$ cat config.mk
export PLATFORM = sky130hd
export DESIGN_NAME = nibble_serial_sub
export DESIGN_NICKNAME = d
export VERILOG_FILES = /design/src/rtl/nss_pkg.sv /design/src/rtl/nibble_serial_sub_bla4.sv /design/src/rtl/nibble_serial_sub.sv
export SDC_FILE = /design/constraint.sdc
export NUM_CORES = 1
export LEC_CHECK = 0
export ABC_AREA = 1
export BUFFER_PORTS_ARGS = -buffer_cell sky130_fd_sc_hd__buf_2
export CAP_MARGIN = 0
export CORE_MARGIN = 2
export CORE_UTILIZATION = 54
export CTS_CLUSTER_DIAMETER = 30
export DETAILED_ROUTE_END_ITERATION = 8
export PLACE_DENSITY = 0.82
export SETUP_SLACK_MARGIN = 0.3
export SLEW_MARGIN = 10
export SYNTH_ARGS = -nofsm -noshare
export SYNTH_HDL_FRONTEND = slang
export SYNTH_SLANG_ARGS = --single-unit
$ cat constraint.sdc
create_clock -name clk -period 1.82 [get_ports clk]
set_input_delay 0.364 -clock clk [delete_from_list [all_inputs] [get_ports clk]]
set_output_delay 0.364 -clock clk [all_outputs]
set_load 0.05 [all_outputs]
$ cat src/rtl/nss_pkg.sv
// Shared definitions for the nibble-serial subtractor: nibble width, FSM states
// and the counter width helper.
package nss_pkg;

  localparam int NIB = 4;

  typedef enum logic [1:0] {IDLE, RUN, DONE} nss_state_t;

  // Counter must hold 0..N-1; a single-nibble operand still needs one bit.
  function automatic int cnt_width(input int width);
    int w;
    w = $clog2(width / NIB);
    return (w < 1) ? 1 : w;
  endfunction

endpackage

$ cat src/rtl/nibble_serial_sub_bla4.sv
// 4-bit borrow-lookahead subtract slice: {bo, d} = x - y - bi.
module bla4 (
  input  logic [3:0] x,
  input  logic [3:0] y,
  input  logic       bi,
  output logic [3:0] d,
  output logic       bo
);

  logic [3:0] g;
  logic [3:0] p;
  logic [4:0] b;

  assign g = ~x & y;
  assign p = ~(x ^ y);

  // Every borrow is a flat sum of products of g/p/bi, so no ripple path.
  assign b[0] = bi;
  assign b[1] = g[0] | (p[0] & bi);
  assign b[2] = g[1] | (p[1] & g[0]) | (p[1] & p[0] & bi);
  assign b[3] = g[2] | (p[2] & g[1]) | (p[2] & p[1] & g[0])
              | (p[2] & p[1] & p[0] & bi);
  assign b[4] = g[3] | (p[3] & g[2]) | (p[3] & p[2] & g[1])
              | (p[3] & p[2] & p[1] & g[0]) | (p[3] & p[2] & p[1] & p[0] & bi);

  assign d  = x ^ y ^ b[3:0];
  assign bo = b[4];

endmodule

$ cat src/rtl/nibble_serial_sub.sv
// Multi-cycle unsigned subtractor diff = a - b - bin, one nibble per clock,
// LSB nibble first, with a load/busy/done handshake.
module nibble_serial_sub
  import nss_pkg::*;
#(
  parameter int WIDTH = 16
) (
  input  logic             clk,
  input  logic             rst_n,
  input  logic             load,
  input  logic [WIDTH-1:0] a,
  input  logic [WIDTH-1:0] b,
  input  logic             bin,
  output logic             busy,
  output logic             done,
  output logic [WIDTH-1:0] diff,
  output logic             bout
);

  localparam int N  = WIDTH / NIB;
  localparam int CW = cnt_width(WIDTH);

  if (((WIDTH % NIB) != 0) || (WIDTH < NIB)) begin : g_width_check
    $error("nibble_serial_sub: WIDTH must be a positive multiple of 4");
  end

  nss_state_t       state_q, state_d;
  logic [CW-1:0]    cnt_q, cnt_d;
  logic [WIDTH-1:0] wa_q, wa_d;
  logic [WIDTH-1:0] wb_q, wb_d;
  logic [WIDTH-1:0] wr_q, wr_d;
  logic             breg_q, breg_d;
  logic [WIDTH-1:0] diff_q, diff_d;
  logic             bout_q, bout_d;

  logic [NIB-1:0]   slice_d;
  logic             slice_bo;
  logic [WIDTH-1:0] wr_shift;

  bla4 u_slice (
    .x  (wa_q[NIB-1:0]),
    .y  (wb_q[NIB-1:0]),
    .bi (breg_q),
    .d  (slice_d),
    .bo (slice_bo)
  );

  // New nibble enters at the top so that after N shifts the LSB nibble sits at bit 0.
  if (N == 1) begin : g_wr_one
    assign wr_shift = slice_d;
  end else begin : g_wr_many
    assign wr_shift = {slice_d, wr_q[WIDTH-1:NIB]};
  end

  always_comb begin
    state_d = state_q;
    cnt_d   = cnt_q;
    wa_d    = wa_q;
    wb_d    = wb_q;
    wr_d    = wr_q;
    breg_d  = breg_q;
    diff_d  = diff_q;
    bout_d  = bout_q;
    unique case (state_q)
      IDLE, DONE: begin
        if (load) begin
          wa_d    = a;
          wb_d    = b;
          breg_d  = bin;
          cnt_d   = '0;
          state_d = RUN;
        end else begin
          state_d = IDLE;
        end
      end
      RUN: begin
        wa_d   = wa_q >> NIB;
        wb_d   = wb_q >> NIB;
        wr_d   = wr_shift;
        breg_d = slice_bo;
        cnt_d  = cnt_q + 1'b1;
        if (cnt_q == CW'(N - 1)) begin
          diff_d  = wr_shift;
          bout_d  = slice_bo;
          state_d = DONE;
        end
      end
      default: state_d = IDLE;
    endcase
  end

  always_ff @(posedge clk) begin
    if (!rst_n) begin
      state_q <= IDLE;
      cnt_q   <= '0;
      wa_q    <= '0;
      wb_q    <= '0;
      wr_q    <= '0;
      breg_q  <= 1'b0;
      diff_q  <= '0;
      bout_q  <= 1'b0;
    end else begin
      state_q <= state_d;
      cnt_q   <= cnt_d;
      wa_q    <= wa_d;
      wb_q    <= wb_d;
      wr_q    <= wr_d;
      breg_q  <= breg_d;
      diff_q  <= diff_d;
      bout_q  <= bout_d;
    end
  end

  assign busy = (state_q == RUN);
  assign done = (state_q == DONE);
  assign diff = diff_q;
  assign bout = bout_q;

endmodule

### After elaboration in Yosys (flattened, before gate mapping)

Cells that the tools add are included.

* add/subtract/negate cells: 1
* equal/unequal tests: 5
* bitwise logic cells: 31
* mux-type cells: 11
* reduce and logical (&&, ||, !) cells: 5

Operators with widths (count)
* one-hot mux 16 bit (2 select lines): 2
* two-way mux 16 bit: 2
* bitwise AND 1 bit: 16
* bitwise OR 1 bit: 10
* inverter 4 bit: 2
* one-hot mux 2 bit (2 select lines): 2
* bitwise XOR 4 bit: 2
* bitwise AND 4 bit: 1
* equality test 2 bit (second input constant): 2
* two-way mux 2 bit: 2
* AND reduction 2 bit: 2
* adder 2 x 1 -> 2 bit (second input constant): 1
* equality test 2 x 1 -> 1 bit (second input constant): 1
* zero test 2 bit: 1
* two-way mux 1 bit: 2
* != test 2 x 1 -> 1 bit (second input constant): 1
* != test 2 bit (second input constant): 1
* one-hot mux 1 bit (2 select lines): 1
* nonzero test 2 bit: 1
* OR reduction 2 bit: 1

* output and inout bits: 19
* input bits: 36
* bits in registers: 70

### Longest topological paths before layout

* depth after elaboration: 8
* gate-level depth with buffers: 10
* mapped depth without buffers: 10

### Cells and area by module

Synthesis repeated with hierarchy kept, for this count alone.

* cells, all modules: 463
* area total of the unflattened synthesis: 3293.2 sq um

Modules (own cells, without submodules)
* nibble_serial_sub: cells each 424, times used 1, sequential area each 1321.3 sq um, area each 3042.9 sq um
* bla4: cells each 39, times used 1, sequential area each 0.0 sq um, area each 250.2 sq um

### Worst setup path after synthesis

Ideal clock, no wire load.

* kind: reg-to-reg
* start: reg wa_q[1]
* end: reg bout_q, in the netlist bout
* cell stages (with the launch flop): 8
* path slack: 0.441 ns
* arrival: 1.264 ns
* clock period less this slack: 1.379 ns
* data required time: 1.705 ns
* setup time: 0.115 ns
* cells stage by stage: dfxtp_1 > inv_1 > ha_1 > or2_2 > nand3b_1 > nand2_1 > o21ai_0 > inv_1

* cells in the longest elaborated chain, start to end: 6

Ends and longest elaborated chain
* start, declared: RTL line nibble_serial_sub.sv:29 `logic [WIDTH-1:0] wa_q, wa_d;`
* start signal, assigned: RTL line nibble_serial_sub.sv:105 `wa_q <= wa_d;`
* inverter 4 bit / bitwise XOR 4 bit (equally long branches): RTL line nibble_serial_sub_bla4.sv:14, nibble_serial_sub_bla4.sv:15
* bitwise AND 4 bit / inverter 4 bit (equally long branches): RTL line nibble_serial_sub_bla4.sv:14, nibble_serial_sub_bla4.sv:15
* bitwise AND 1 bit, on equally long branches: RTL line nibble_serial_sub_bla4.sv:23, nibble_serial_sub_bla4.sv:24
* bitwise OR 1 bit / bitwise AND 1 bit (equally long branches): RTL line nibble_serial_sub_bla4.sv:23, nibble_serial_sub_bla4.sv:24
* bitwise OR 1 bit / bitwise AND 1 bit (equally long branches): RTL line nibble_serial_sub_bla4.sv:24 `| (p[3] & p[2] & p[1] & g[0]) | (p[3] & p[2] & p[1] & p[0] & bi);`
* bitwise OR 1 bit (*): RTL line nibble_serial_sub_bla4.sv:24
* end signal, assigned: RTL line nibble_serial_sub.sv:110 `bout_q <= bout_d;`
* end, declared: RTL line nibble_serial_sub.sv:34 `logic bout_q, bout_d;`

Mark *: on every way between the ends. The rest lies on a longest branch, timed or not.
A chain may end at the register's enable or synchronous reset.

### Worst setup path in the final report

* start: reg state_q[1]
* end: out done

* cells in the longest elaborated chain, start to end: 1

Ends and longest elaborated chain
* start, declared: RTL line nibble_serial_sub.sv:27 `nss_state_t state_q, state_d;`
* start signal, assigned: RTL line nibble_serial_sub.sv:103 `state_q <= state_d;`
* equality test 2 bit: RTL line nibble_serial_sub.sv:115 `assign done = (state_q == DONE);`
* end, declared: RTL line nibble_serial_sub.sv:15 `output logic done,`

Every way passes these cells.

==> flow_results.org <==
** Logic synthesis
- By count the netlist is led by sky130_fd_sc_hd__dfxtp_1 (66), sky130_fd_sc_hd__nor2_1 (52), sky130_fd_sc_hd__o21ai_0 (49).
- The most used flip-flop cell after synthesis is sky130_fd_sc_hd__dfxtp_1.
- Mean instance size in the synthesized netlist :: 7.89 um2
- Of the total synthesized cell area, the portion taken by full adders, half adders and majority gates is 3.00%.
- Most frequent cell after synthesis :: sky130_fd_sc_hd__dfxtp_1
- Of the total synthesized cell area, the portion taken by XOR and XNOR cells is 0.318%.
- Seq cells post-synth :: 66
- Simple-gate portion of the synthesized area :: 24.3%
- sky130_fd_sc_hd__dfxtp_1 takes more of the synthesized area than any other cell.
- Mux contribution to synthesized area :: 0%
- Number of cells produced by synthesis :: 349
- Of the synthesized area, sequential elements account for 48.0%.
- Yosys warning total :: 0
- Summing the areas of all compound-gate instances in the mapped netlist gives 15.4% of the synthesized area.
- In this run the cell area of the synthesized design comes to 2750 um2.
- For this run, asynchronously set or reset flops after synthesis account for 0%.
- Sorting the synthesized cells by area gives the leading types as sky130_fd_sc_hd__dfxtp_1 (48%), sky130_fd_sc_hd__o21ai_0 (8.9%), sky130_fd_sc_hd__nor3_1 (8.0%).
- After synthesis, the largest area contributor takes up 48.0% of total cell area.
- Number of synthesized flops with an enable pin :: 0
- Dominant combinational cell family by area after synthesis :: simple AND/OR/NAND/NOR gates
- Synthesized Nets :: 391
- Yosys mapped the design onto 29 distinct sky130hd cell types.

** Clock network
- The tree is rooted in a sky130_fd_sc_hd__clkbuf_8.
- CTS buffer count :: 9
- The clock net in this run drives a total of 66 sinks.
- The H-tree was split into 3 levels.
- Largest buffer count on any clock path :: 2
- TritonCTS built the clock tree.
- For the worst-skew pair, the clock arrives at the later sink with an insertion delay of 0.35 ns.
- After clock tree synthesis, the clock-pin slew on the worst setup and hold paths is 0.07 ns.

** Pwr
- For this design the ratio of total power to cell area is 1060 nW/um2.
- The worst-case IR drop observed on VDD is 0.785 mV.
- In this run the static leakage power is 1.49 nW.
- After layout, the design draws a total of 3.53 mW.

** Worst setup path
- Critical Path Source Type :: flop
- Top Family by Delay on Critical Path :: buffers and inverters
- Buffers plus inverters on the worst setup path :: 2
- Worst reg2reg path endpoint :: wr_q[14]
- Worst Setup End Kind :: output pin
- The number of cells on the worst reg-to-reg path is 7.
- The worst setup path is of the reg2out kind.
- Biggest fanout along the worst timing path :: 2
- Setup slack on the worst flop-to-flop path :: 0.41 ns
- Walking the worst path, the cells encountered are inv_1, nor2_1, buf_2.
- Startpoint of the worst register-to-register path :: wa_q[1]
- Slowest stage cell, crit path :: sky130_fd_sc_hd__dfxtp_1
- Critical Path RT :: 1.46 ns
- Crit-path max cell delay :: 0.32 ns
- Worst path arrival time :: 1.08 ns

** Global route
- Initial antenna violation count :: 0
- All-layer global routing usage :: 23.6%
- Pin count of the biggest net entering global routing :: 41
- Vias in the first global route :: 2339
- Global-route wire length before repair :: 10.0 mm
- Global routing finished with a remaining overflow of 0.

** Timing
- Slew Viols, Final :: 0
- Worst-margin pin slew :: 0.534 ns
- Hold slack final :: 0.268 ns
- The routed design could run at a clock period as short as 1.44 ns.
- Worst clock skew :: 0.00989 ns
- The final critical path takes up 79.1% of the cycle.
- Final hold violations :: 0
- Timing would allow up to 694 MHz.
- Setup-violating endpoint count in the final report :: 0
- Max-slew headroom :: 64.4%
- Setup repair after global routing could not meet its margin everywhere.
- After layout, the worst setup slack is 0.380 ns.
- Setup total negative slack on the finished layout was measured at 0 ns.

** Routing
- After the first detailed-routing iteration, the DRC count stood at 91.
- Once detail routing completed, the nets flagged for antenna violations numbered 0.
- Via count :: 2475
- Using the TritonRoute via totals, the vias-per-cell ratio works out to 5.20.
- Dividing the detail-routed wire length by the instance count gives 13.0 um.
- Remaining DRCs :: 0
- Overall routed net length :: 6.18 mm
- The first detailed-routing pass ran for 4 iterations.

** Floorplan
- Area of the core :: 4820 um2
- # rows :: 25
- The die is 75.4 um tall.
- Ports :: 55
- The initial utilization of the core area, before any placement, comes to 57.2%.
- Die Footprint :: 5690 um2
- The floorplan step set the die width to 75.4 um.

** Min path
- Hold Path End :: wa_q[12]
- Hold path cells :: 3
- Startpoint of the worst hold path :: a[12]
- The worst hold path belongs to the class in2reg.

** Finish
- Post-route standard cell area excluding fillers :: 3320 um2
- At the end of the flow, the number of nets in the layout was 446.
- Share of final-layout standard cells stronger than drive strength 1 :: 22.5%
- The area growth from synthesis to layout is 20.7%.
- The layout has 411 filler cells.
- 0 antenna diodes ended up in the layout.

** Job
- Number of maximum-capacitance constraint violations :: 0

** Placed design
- After legalization and detailed placement, the total HPWL measured 4.14 mm.
- Total of buffers placed on input and output ports :: 54
- At the placement stage, the worst setup path has a slack of 0.356 ns.
- Total cell area at the placement stage :: 3020 um2
- Global placement routability congestion :: 0.830

** Run status
- The flow ran to the end, and the final reports show no timing, DRC or antenna violations.
==> registers in the layout, indices dropped and copies added (netlist names) <==
register / count
bout: 1
diff: 16
breg_q: 1
wr_q: 12
wa_q: 16
state_q: 2
wb_q: 16
cnt_q: 2
==> power by group <==
part / internal, mW / switching (mW) / total [mW]
combinational: 0.210 / 0.330 / 0.540
sequential: 1.55 / 0.0591 / 1.61
clock: 0.782 / 0.601 / 1.38
total: 2.54 / 0.990 / 3.53
==> per-layer routing <==
metal	part of all wire, %	vias to the layer above	global-route usage [%]	routed length, um
met1	42	1121	27.0	2590
met5	0	-	0	0
met4	1.9	0	12.7	116
li1	-	1272	-	-
met3	5.8	9	4.50	358
met2	50	73	41.4	3110
==> what timing repair did <==
action / in CTS / in global routing
endpoints found under the setup margin: 1 / 21
resized for setup: 3 / 3
pin swaps: 1 / 1
buffers inserted: 2 / 3
hold buffers: 0 / 0
==> worst max-delay path by stage <==
| stage | start | endpoint | slack, ns | cells past startpoint |
|---|---|---|---|---|
| 3_3_place_gp | load | breg_q | 0.38 | 8 |
| 4_1_cts | state_q[0] | breg_q | 0.34 | 7 |
| 3_5_place_dp | wa_q[1] | wr_q[14] | 0.36 | 7 |
| 5_1_grt | state_q[0] | breg_q | 0.29 | 8 |
| 6_report | state_q[1] | done | 0.38 | 3 |
| 2_1_floorplan | wa_q[1] | bout | 0.44 | 7 |
==> stage by stage <==
stage | util [%] | cells
after floorplan | - | 349
after global placement | 62.8 | 455
after detailed placement | 62.8 | 455
after CTS | 68.0 | 473
after global routing | 69.0 | 476
final | 69.0 | 476
==> layout by cell type, fill, tap and decap left out, types with 10 or more instances in the layout <==
master                    Yosys  final
sky130_fd_sc_hd__buf_2        8     53
sky130_fd_sc_hd__dfxtp_1     66     66
sky130_fd_sc_hd__nand2_1     37     37
sky130_fd_sc_hd__nor2_1      52     52
sky130_fd_sc_hd__inv_1       23     23
sky130_fd_sc_hd__a21oi_1     20     20
sky130_fd_sc_hd__buf_4        2     10
sky130_fd_sc_hd__nor3_1      44     44
sky130_fd_sc_hd__o21ai_0     49     49
==> logic make-up (layout without fill, tap and decap cells) <==
group,after synthesis,after routing
adder cells (fa/ha/maj),6,6
XOR/XNOR,1,1
buffers and inverters,48,108
AO/OA/AOI/OAI,79,79
flip-flops,66,66
AND/OR/NAND/NOR,149,149
==> worst min-delay path: cells and delay by family <==
family | cells | cell delay, ns
AND/OR/NAND/NOR | 1 | 0.05
buffers and inverters | 1 | 0.09
AO/OA/AOI/OAI | 1 | 0.05
==> final cells by class <==
class	instances	area, um2	area share, %
sequential	66	1320	39.8
tap	67	83.8	2.52
multi-input combinational	235	1210	36.4
clock buffer	9	124	3.73
inverter	27	110	3.31
timing repair buffer	65	372	11.2
clock inverter	7	101	3.05
Power figures use the tool's default switching activity.
